File: config.mk
export PLATFORM = sky130hd
export DESIGN_NAME = psum_requant_acc_flat
export DESIGN_NICKNAME = d
export VERILOG_FILES = /design/src/rtl/psum_requant_acc_if.sv /design/src/rtl/psum_requant_acc.sv /design/src/flat_wrapper.sv
export SDC_FILE = /design/constraint.sdc
export NUM_CORES = 1
export LEC_CHECK = 0
export BUFFER_PORTS_ARGS = -buffer_cell sky130_fd_sc_hd__buf_4
export CORE_MARGIN = 2
export CORE_UTILIZATION = 58
export DETAILED_ROUTE_END_ITERATION = 8
export PLACE_DENSITY_LB_ADDON = 0.15
export RECOVER_POWER = 25
export SLEW_MARGIN = 15
export SYNTH_ARGS = -nofsm -noshare
export SYNTH_HDL_FRONTEND = slang
export SYNTH_SLANG_ARGS = --single-unit
export TNS_END_PERCENT = 50
File: constraint.sdc
create_clock -name clk -period 6.85 [get_ports clk]
set_input_delay 1.37 -clock clk [delete_from_list [all_inputs] [get_ports clk]]
set_output_delay 1.37 -clock clk [all_outputs]
set_load 0.02 [all_outputs]
File: src/rtl/psum_requant_acc_if.sv
// Handshake bundle for psum_requant_acc: psum input channel and
// activation output channel, each with valid/ready.
interface psum_requant_acc_if #(
    parameter int PSUM_DATA_SIZE = 12,
    parameter int ACT_WIDTH      = 8
);
    logic                      in_valid;
    logic                      in_ready;
    logic [PSUM_DATA_SIZE-1:0] in_psum;
    logic                      out_valid;
    logic                      out_ready;
    logic [ACT_WIDTH-1:0]      out_act;
    logic                      out_sat;

    modport master (
        output in_valid,
        input  in_ready,
        output in_psum,
        input  out_valid,
        output out_ready,
        input  out_act,
        input  out_sat
    );

    modport slave (
        input  in_valid,
        output in_ready,
        input  in_psum,
        output out_valid,
        input  out_ready,
        output out_act,
        output out_sat
    );
endinterface

File: src/rtl/psum_requant_acc.sv
// Saturating psum group accumulator with requantization to activations.
// Optional PSUM_REQUANT_RELU_EN forces negative activations to zero.
module psum_requant_acc #(
    parameter int NUM_TERMS      = 4,
    parameter int ACT_WIDTH      = 8,
    parameter int ACT_FRAC       = 4,
    parameter int PSUM_DATA_SIZE = 12
) (
    input logic              clk,
    input logic              rst,
    psum_requant_acc_if.slave bus
);

    localparam int PW        = PSUM_DATA_SIZE;
    localparam int PSUM_FRAC = 5;
    localparam int CW        = (NUM_TERMS > 1) ? $clog2(NUM_TERMS) : 1;
    localparam int SHIFT     = PSUM_FRAC - ACT_FRAC;
    localparam int RND       = (2 ** SHIFT) / 2;
    localparam int ACT_MAX   = (2 ** (ACT_WIDTH - 1)) - 1;
    localparam int ACT_MIN   = -(2 ** (ACT_WIDTH - 1));
    localparam logic [CW-1:0] LAST = CW'(NUM_TERMS - 1);

    typedef enum logic {
        ST_ACCUM,
        ST_OUTPUT
    } state_e;

    state_e                state_q, state_d;
    logic signed [PW-1:0]  acc_q, acc_d;
    logic [CW-1:0]         cnt_q, cnt_d;
    logic                  sat_flag_q, sat_flag_d;
    logic [ACT_WIDTH-1:0]  act_q, act_d;
    logic                  osat_q, osat_d;

    logic                  in_ready;
    logic                  out_valid;
    logic                  in_hs;
    logic                  out_hs;
    logic                  first;
    logic                  last;

    logic signed [PW:0]    sum;
    logic                  add_ovf;
    logic signed [PW-1:0]  add_val;
    logic signed [PW-1:0]  new_acc;
    logic                  new_ovf;

    logic signed [31:0]    acc_ext;
    logic signed [31:0]    rq;
    logic signed [31:0]    rq_c;
    logic                  clamp;
    logic [ACT_WIDTH-1:0]  act_new;

    assign in_hs  = bus.in_valid && in_ready;
    assign out_hs = out_valid && bus.out_ready;
    assign first  = (cnt_q == '0);
    assign last   = (cnt_q == LAST);

    // Saturating add; first term of a group replaces the accumulator.
    always_comb begin
        sum     = {acc_q[PW-1], acc_q} + {bus.in_psum[PW-1], bus.in_psum};
        add_ovf = sum[PW] ^ sum[PW-1];
        add_val = sum[PW-1:0];
        if (add_ovf) begin
            if (sum[PW]) begin
                add_val = {1'b1, {(PW-1){1'b0}}};
            end else begin
                add_val = {1'b0, {(PW-1){1'b1}}};
            end
        end
        new_acc = first ? $signed(bus.in_psum) : add_val;
        new_ovf = !first && add_ovf;
    end

    // Round-half-up shift to the activation format, then clamp.
    always_comb begin
        acc_ext = 32'(new_acc);
        rq      = (acc_ext + RND) >>> SHIFT;
        rq_c    = rq;
        clamp   = 1'b0;
        if (rq > ACT_MAX) begin
            rq_c  = ACT_MAX;
            clamp = 1'b1;
        end else if (rq < ACT_MIN) begin
            rq_c  = ACT_MIN;
            clamp = 1'b1;
        end
`ifdef PSUM_REQUANT_RELU_EN
        if (rq_c < 0) begin
            rq_c = '0;
        end
`else
        rq_c = rq_c;
`endif
        act_new = ACT_WIDTH'(rq_c);
    end

    always_ff @(posedge clk or posedge rst) begin
        if (rst) begin
            state_q <= ST_ACCUM;
        end else begin
            state_q <= state_d;
        end
    end

    always_comb begin
        state_d = state_q;
        if (in_hs) begin
            state_d = last ? ST_OUTPUT : ST_ACCUM;
        end else if (out_hs) begin
            state_d = ST_ACCUM;
        end
    end

    // In OUTPUT an input is only taken alongside the output handshake.
    always_comb begin
        out_valid = (state_q == ST_OUTPUT);
        in_ready  = (state_q == ST_ACCUM) || bus.out_ready;
    end

    always_comb begin
        acc_d      = acc_q;
        cnt_d      = cnt_q;
        sat_flag_d = sat_flag_q;
        act_d      = act_q;
        osat_d     = osat_q;
        if (in_hs) begin
            acc_d = new_acc;
            if (last) begin
                cnt_d      = '0;
                sat_flag_d = 1'b0;
                act_d      = act_new;
                osat_d     = clamp | sat_flag_q | new_ovf;
            end else begin
                cnt_d      = cnt_q + CW'(1);
                sat_flag_d = sat_flag_q | new_ovf;
            end
        end
    end

    always_ff @(posedge clk or posedge rst) begin
        if (rst) begin
            acc_q      <= '0;
            cnt_q      <= '0;
            sat_flag_q <= 1'b0;
            act_q      <= '0;
            osat_q     <= 1'b0;
        end else begin
            acc_q      <= acc_d;
            cnt_q      <= cnt_d;
            sat_flag_q <= sat_flag_d;
            act_q      <= act_d;
            osat_q     <= osat_d;
        end
    end

    assign bus.in_ready  = in_ready;
    assign bus.out_valid = out_valid;
    assign bus.out_act   = act_q;
    assign bus.out_sat   = osat_q;

endmodule

File: src/flat_wrapper.sv
// flat-port wrapper written by rule: the top's interface ports become plain ports
module psum_requant_acc_flat 
#(
    parameter int NUM_TERMS      = 4,
    parameter int ACT_WIDTH      = 8,
    parameter int ACT_FRAC       = 4,
    parameter int PSUM_DATA_SIZE = 12
)
  (clk, rst, bus_in_valid, bus_in_ready, bus_in_psum, bus_out_valid, bus_out_ready, bus_out_act, bus_out_sat);
  psum_requant_acc_if #(.PSUM_DATA_SIZE(PSUM_DATA_SIZE), .ACT_WIDTH(ACT_WIDTH)) bus_i ();
  input logic clk;
  input logic rst;
  input wire logic [$bits(bus_i.in_valid)-1:0] bus_in_valid;
  output wire logic [$bits(bus_i.in_ready)-1:0] bus_in_ready;
  input wire logic [$bits(bus_i.in_psum)-1:0] bus_in_psum;
  output wire logic [$bits(bus_i.out_valid)-1:0] bus_out_valid;
  input wire logic [$bits(bus_i.out_ready)-1:0] bus_out_ready;
  output wire logic [$bits(bus_i.out_act)-1:0] bus_out_act;
  output wire logic [$bits(bus_i.out_sat)-1:0] bus_out_sat;
  assign bus_i.in_valid = bus_in_valid;
  assign bus_in_ready = bus_i.in_ready;
  assign bus_i.in_psum = bus_in_psum;
  assign bus_out_valid = bus_i.out_valid;
  assign bus_i.out_ready = bus_out_ready;
  assign bus_out_act = bus_i.out_act;
  assign bus_out_sat = bus_i.out_sat;
  psum_requant_acc #(.NUM_TERMS(NUM_TERMS), .ACT_WIDTH(ACT_WIDTH), .ACT_FRAC(ACT_FRAC), .PSUM_DATA_SIZE(PSUM_DATA_SIZE)) u_core (.clk(clk), .rst(rst), .bus(bus_i));
endmodule
==> flow_metrics.py, run 1 <==
metrics = {
    "run_status": {
        "outcome": "finished clean",
    },
    "setup_path": {
        "start_kind": "input pin",
        "cp_max_fo": 12,
        "cp-end-kind": "flop",
        "r2r-start": "u_core.acc_q[0]$_DFFE_PP0P_",
        "cp.required_ns": 7.04,
        "critical-path-max-stage-delay_ns": 0.52,
        "worst_ep_arrival_time_ns": 6.55,
        "critical_path_class": "in -> reg",
        "crit_chain": "buf_4, ha_1, inv_1, fa_1, nand2b_1, a211oi_2, o21a_1, o21ai_0, a21boi_0, inv_1, ha_1, nand3_1, o21ai_1, nor2_1, a21oi_1, ha_1, inv_1, a31oi_1, a22oi_1, or3_1, o41ai_2, a21oi_1, a21oi_1",
        "crit_start": "bus_in_psum[0]",
        "critical_path.slowest_cell": "ha_1",
    },
    "final_layout": {
        "final_cell_mix": "30 x buf_4, 27 x nand2_1, 25 x dfrtp_1",
        "drive_above_1_share_pct": 15.9,
        "nets": 329,
        "regArea_sq_um": 626,
        "fill_cells": 317,
        "finalNonFillerCells": 343,
        "final_common_cell": "buf_4",
        "post-route-util_pct": 68.5,
        "multi_input_area_sq_mm": 0.00146,
        "n_antenna_cell": 0,
        "area_delta_synth_final_pct": 14.4,
    },
    "run": {
        "max-cap-violations": 0,
    },
    "timing": {
        "skew_ns": 0.00331,
        "final.setup.worst_slack_ns": 0.496,
        "period_needed_ns": 6.35,
        "tightest_slew_ns": 0.938,
        "period_share_pct": 92.8,
        "drv_slew": 0,
        "fin_setup_tns_ns": 0,
        "rsz0062_at_grt": "no",
        "timing.slew.headroom_pct": 36.9,
        "fmax_mhz": 157,
        "final-setup-viol-count": 0,
        "hold_viol": 0,
    },
    "global_route": {
        "first_global_vias": 1981,
        "grt_pass1_wl_um": 8820,
        "track_usage_pct": 26.3,
        "grt_max_degree": 26,
        "antenna_found_initial": 0,
        "overflow": 0,
    },
    "synthesis": {
        "synth-edff-count": 0,
        "ys_async_sr_fraction_pct": 100,
        "synth_area_per_cell_sq_um": 8.15,
        "ys_ff_latch": 25,
        "synth_ff_type": "dfrtp_1",
        "syn-num-nets": 300,
        "synth_warnings": 0,
        "ys_types": 53,
        "ys_seq_area_share_pct": 28.8,
        "syn_area_sq_mm": 0.00218,
        "netlist_instances": 267,
    },
    "floorplan": {
        "start_util_pct": 59.9,
        "die_h_um": 65.3,
        "core_sq_mm": 0.00363,
        "num_io_pins": 27,
        "num_rows": 22,
        "die_area_sq_mm": 0.00426,
        "die_x_um": 65.3,
    },
    "hold_path": {
        "hold_path.startpoint": "u_core.acc_q[10]$_DFFE_PP0P_",
        "hp-class": "reg -> reg",
    },
    "routing": {
        "wl_per_cell_um": 15.4,
        "drtAntennaViolNets": 0,
        "detailroute.via_count": 2107,
        "drt_iter0_markers": 157,
        "drcViolationCount": 0,
        "drt_pre_antenna_iters": 5,
        "routed_wl_um": 5290,
        "routed_via_density": 6.14,
    },
    "clocking": {
        "cts_made_buffers": 3,
        "cts_buffer_depth": 2,
        "cts_root_buffer": "clkbuf_8",
        "cts_tree": "built",
        "cts_resized": 0,
        "cts_setup_buffers": 0,
        "htree_num_levels": 1,
        "clock_sinks": 25,
        "path_clk_slew_ns": 0.08,
        "cts_hold_buf": 0,
        "clk_latency_ns": 0.27,
    },
    "placement": {
        "pre_cts_ws_ns": 0.362,
        "place_inst": 339,
        "place_congestion": 0.964,
        "port_buffers": 26,
        "dpl.hpwl_um": 4160,
    },
}
worst paths after layout:
check                      depth (start not counted)  slack [ns]                           endpoint
max                                               23        0.50  u_core.bus.out_act[3]$_DFFE_PP0P_
min                                                2        0.50       u_core.acc_q[10]$_DFFE_PP0P_
max reg2reg                                       22        1.31  u_core.bus.out_act[3]$_DFFE_PP0P_
min reg2reg                                        2        0.50       u_core.acc_q[10]$_DFFE_PP0P_
max in group asynchronous                          2        4.98        u_core.acc_q[8]$_DFFE_PP0P_
min in group asynchronous                          2        1.31  u_core.bus.out_act[6]$_DFFE_PP0P_
through the flow:
stage          area, sq um  hold WS, ns
6_report              2490        0.498
5_1_grt               2490        0.522
4_1_cts               2490        0.499
3_5_place_dp          2440        0.480
3_3_place_gp          2440        0.474
2_1_floorplan         2180        0.453
routing by layer:
metal  track usage, %  wire (um)  vias up
met3             5.31        263       11
met2             44.1       2550       50
li1                 -          -     1060
met1             34.2       2380      986
met4             7.81         91        0
met5                0          0        -
cell usage after synthesis (2+ instances only):
library cell / count / area share, %
o211ai_1: 3 / 1.0
a211o_1: 3 / 1.2
and3_1: 6 / 1.7
inv_1: 14 / 2.4
mux2i_1: 2 / 0.92
nor2_1: 23 / 4.0
nand3_1: 10 / 2.3
o21ai_1: 2 / 0.46
nand2_1: 27 / 4.7
o21a_1: 4 / 1.4
mux2_2: 5 / 2.6
nand4_1: 7 / 2.0
nand2b_1: 5 / 1.4
clkbuf_1: 6 / 1.0
o22ai_1: 4 / 1.1
dfrtp_1: 25 / 29
buf_2: 2 / 0.46
a31oi_1: 7 / 2.0
nor3_1: 8 / 1.8
a21oi_1: 23 / 5.3
o31ai_1: 3 / 1.0
or3_1: 3 / 0.86
ha_1: 16 / 9.2
a221oi_1: 2 / 0.81
o311ai_0: 2 / 0.81
a2111oi_0: 3 / 1.2
o21ai_0: 13 / 3.0
xnor2_1: 8 / 3.2
a21o_1: 7 / 2.4
cell type report:
class                      instances  area share [%]
clock buffer                       4            1.81
timing repair buffer              32            9.65
inverter                          15            2.26
sequential                        25            25.1
tap                               48            2.41
multi-input combinational        219            58.7
state kept, by name, indices dropped and copies added, names as in the netlist:
name / flops
u_core.bus.out_valid: 1
u_core.acc_q: 12
u_core.bus.out_sat: 1
u_core.sat_flag_q: 1
u_core.bus.out_act: 8
u_core.cnt_q: 2
cell families after synthesis:
family | share of synthesized area (%)
muxes | 3.51
buffers and inverters | 4.08
xor gates and xnor gates | 3.62
AOI/OAI and AO/OA | 28.4
and+or+nand+nor | 21.5
adders and majority gates | 10.1
DFF | 28.8
worst max-delay path: cells and delay by family:
| kind | cells | cell delay, ns |
|---|---|---|
| simple gates | 4 | 0.96 |
| buf+inv | 4 | 0.35 |
| fa+ha+maj | 4 | 1.45 |
| compound gates | 11 | 2.42 |
Power of run 1 is not shown: default switching activity piles up to over one toggle a cycle in this logic, so the estimate is an artifact.
==> inputs of run 2 (changes only) <==
==> constraint.sdc (replaced) <==
create_clock -name clk -period 6.3 [get_ports clk]
set_input_delay 1.26 -clock clk [delete_from_list [all_inputs] [get_ports clk]]
set_output_delay 1.26 -clock clk [all_outputs]
set_load 0.02 [all_outputs]
==> flow_metrics.py, run 2 (synthesis results as in run 1) <==
metrics = {
    "routing": {
        "wl_per_cell_um": 15.5,
        "topRoutingLayerUsed": "met4",
        "drt_iter0_markers": 125,
        "routed_wl_um": 5330,
        "dr_wl_met3_um": 232,
        "drcViolationCount": 0,
        "met2_length_um": 2660,
        "drt-met1-wl_um": 2290,
        "routed_via_density": 6.25,
        "drt_pre_antenna_iters": 4,
        "drtAntennaViolNets": 0,
        "detailroute.via_count": 2149,
    },
    "setup_path": {
        "cp_num_buf_inv": 3,
        "path_depth": 20,
        "r2r-start": "u_core.acc_q[0]$_DFFE_PP0P_",
        "worst_path_dominant_cell_family": "simple AND/OR/NAND/NOR gates",
        "cp_max_fo": 13,
        "crit_chain": "buf_4, ha_1, inv_1, fa_1, nand2b_1, a211oi_4, o21a_1, o21ai_0, a21boi_0, inv_1, ha_2, or3b_1, a2111oi_0, nor3_1, a311oi_4, nand2_2, or4_1, and3_1, or3_1, a31oi_1",
        "rr_endpoint": "u_core.bus.out_act[5]$_DFFE_PP0P_",
        "worst_ep_arrival_time_ns": 6.13,
        "critical_path.slowest_cell": "or4_1",
        "cp.required_ns": 6.49,
        "crit_end": "u_core.bus.out_act[5]$_DFFE_PP0P_",
        "r2r_slack_ns": 1.07,
        "critical-path-max-stage-delay_ns": 0.54,
        "ff2ff_path_depth": 19,
        "crit_start": "bus_in_psum[0]",
        "cp-end-kind": "flop",
        "critical_path_class": "in -> reg",
        "crit_top_cell": "inv_1",
        "start_kind": "input pin",
    },
    "clocking": {
        "path_clk_slew_ns": 0.09,
        "clk_latency_ns": 0.26,
        "cts_tree": "built",
        "clock_sinks": 25,
        "cts_setup_buffers": 0,
        "cts_root_buffer": "clkbuf_8",
        "cts_hold_buf": 0,
        "htree_num_levels": 1,
        "cts_buffer_depth": 2,
        "cts_resized": 0,
        "cts_made_buffers": 3,
    },
    "run_status": {
        "outcome": "finished clean",
    },
    "final_layout": {
        "drive_above_1_share_pct": 16.9,
        "largest_reg_flops": 12,
        "final_cell_mix": "31 x buf_4, 27 x nand2_1, 25 x dfrtp_1",
        "area_delta_synth_final_pct": 15.4,
        "nets": 330,
        "final_common_cell": "buf_4",
        "n_antenna_cell": 0,
        "regMostFlops": "u_core.acc_q",
    },
    "timing": {
        "fmax_mhz": 168,
        "tightest_slew_ns": 0.940,
        "period_share_pct": 94.3,
        "final-setup-viol-count": 0,
        "drv_slew": 0,
        "skew_ns": 0.00609,
        "hold_viol": 0,
        "rsz0062_at_grt": "no",
        "timing.slew.headroom_pct": 37.3,
        "fin_setup_tns_ns": 0,
        "period_needed_ns": 5.94,
    },
    "floorplan": {
        "core_sq_mm": 0.00363,
        "die_area_sq_mm": 0.00426,
        "die_h_um": 65.3,
        "die_x_um": 65.3,
        "num_rows": 22,
        "num_io_pins": 27,
        "start_util_pct": 59.9,
    },
    "run": {
        "max-cap-violations": 0,
    },
    "global_route": {
        "track_usage_pct": 27.0,
        "antenna_found_initial": 0,
        "first_global_vias": 2077,
        "grt_pass1_wl_um": 9140,
        "overflow": 0,
        "grt_max_degree": 26,
    },
    "hold_path": {
        "hp-class": "reg -> reg",
        "hold_depth": 2,
    },
    "placement": {
        "port_buffers": 26,
        "dpl.hpwl_um": 4280,
        "place_congestion": 0.868,
    },
}
-- run 2: cell count changes in the layout (fill, tap and decap cells not counted) --
cell,delta
ha_2,+1
o21ai_2,+1
o21ai_1,-1
buf_4,+1
a211oi_4,+1
a211oi_2,-1
ha_1,-1
-- run 2: worst min path at each step --
| stage | start | end | slack [ns] |
|---|---|---|---|
| after floorplan | u_core.acc_q[5]$_DFFE_PP0P_ | u_core.acc_q[5]$_DFFE_PP0P_ | 0.45 |
| after global placement | u_core.sat_flag_q$_DFFE_PP0P_ | u_core.sat_flag_q$_DFFE_PP0P_ | 0.48 |
| after detailed placement | u_core.acc_q[10]$_DFFE_PP0P_ | u_core.acc_q[10]$_DFFE_PP0P_ | 0.48 |
| after CTS | u_core.acc_q[10]$_DFFE_PP0P_ | u_core.acc_q[10]$_DFFE_PP0P_ | 0.50 |
| after global routing | u_core.acc_q[5]$_DFFE_PP0P_ | u_core.acc_q[5]$_DFFE_PP0P_ | 0.52 |
| final | u_core.acc_q[10]$_DFFE_PP0P_ | u_core.acc_q[10]$_DFFE_PP0P_ | 0.50 |
-- run 2: final cells by class --
cell class | instances | area, sq um
fill | 309 | 1120
inverter | 15 | 56.3
timing repair buffer | 33 | 248
multi-input combinational | 219 | 1480
tap | 48 | 60.1
sequential | 25 | 626
clock buffer | 4 | 45.0
-- run 2: worst reg2reg max path: cells and delay by family (launching register included) --
kind / cells / cell delay, ns
AOI/OAI and AO/OA: 7 / 1.71
adders and majority gates: 3 / 0.93
buffers and inverters: 2 / 0.14
DFF: 1 / 0.37
and+or+nand+nor: 7 / 2.02
-- run 2: per-layer routing --
layer | vias to the layer above | track usage, %
met5 | - | 0
met4 | 0 | 9.38
met3 | 13 | 3.77
met2 | 60 | 46.3
met1 | 1015 | 34.6
li1 | 1061 | -
-- run 2: stage by stage --
step	setup WS (ns)	utilization [%]	area, sq um	hold slack (ns)	cells
after detailed placement	0.0196	67.5	2450	0.482	340
after global placement	0.176	67.5	2450	0.482	340
after floorplan	0.498	-	2180	0.453	267
after global routing	0.0187	69.1	2510	0.524	344
after CTS	0.278	68.7	2500	0.502	344
final	0.361	69.1	2510	0.495	344
Power of run 2 is left out for the same reason.
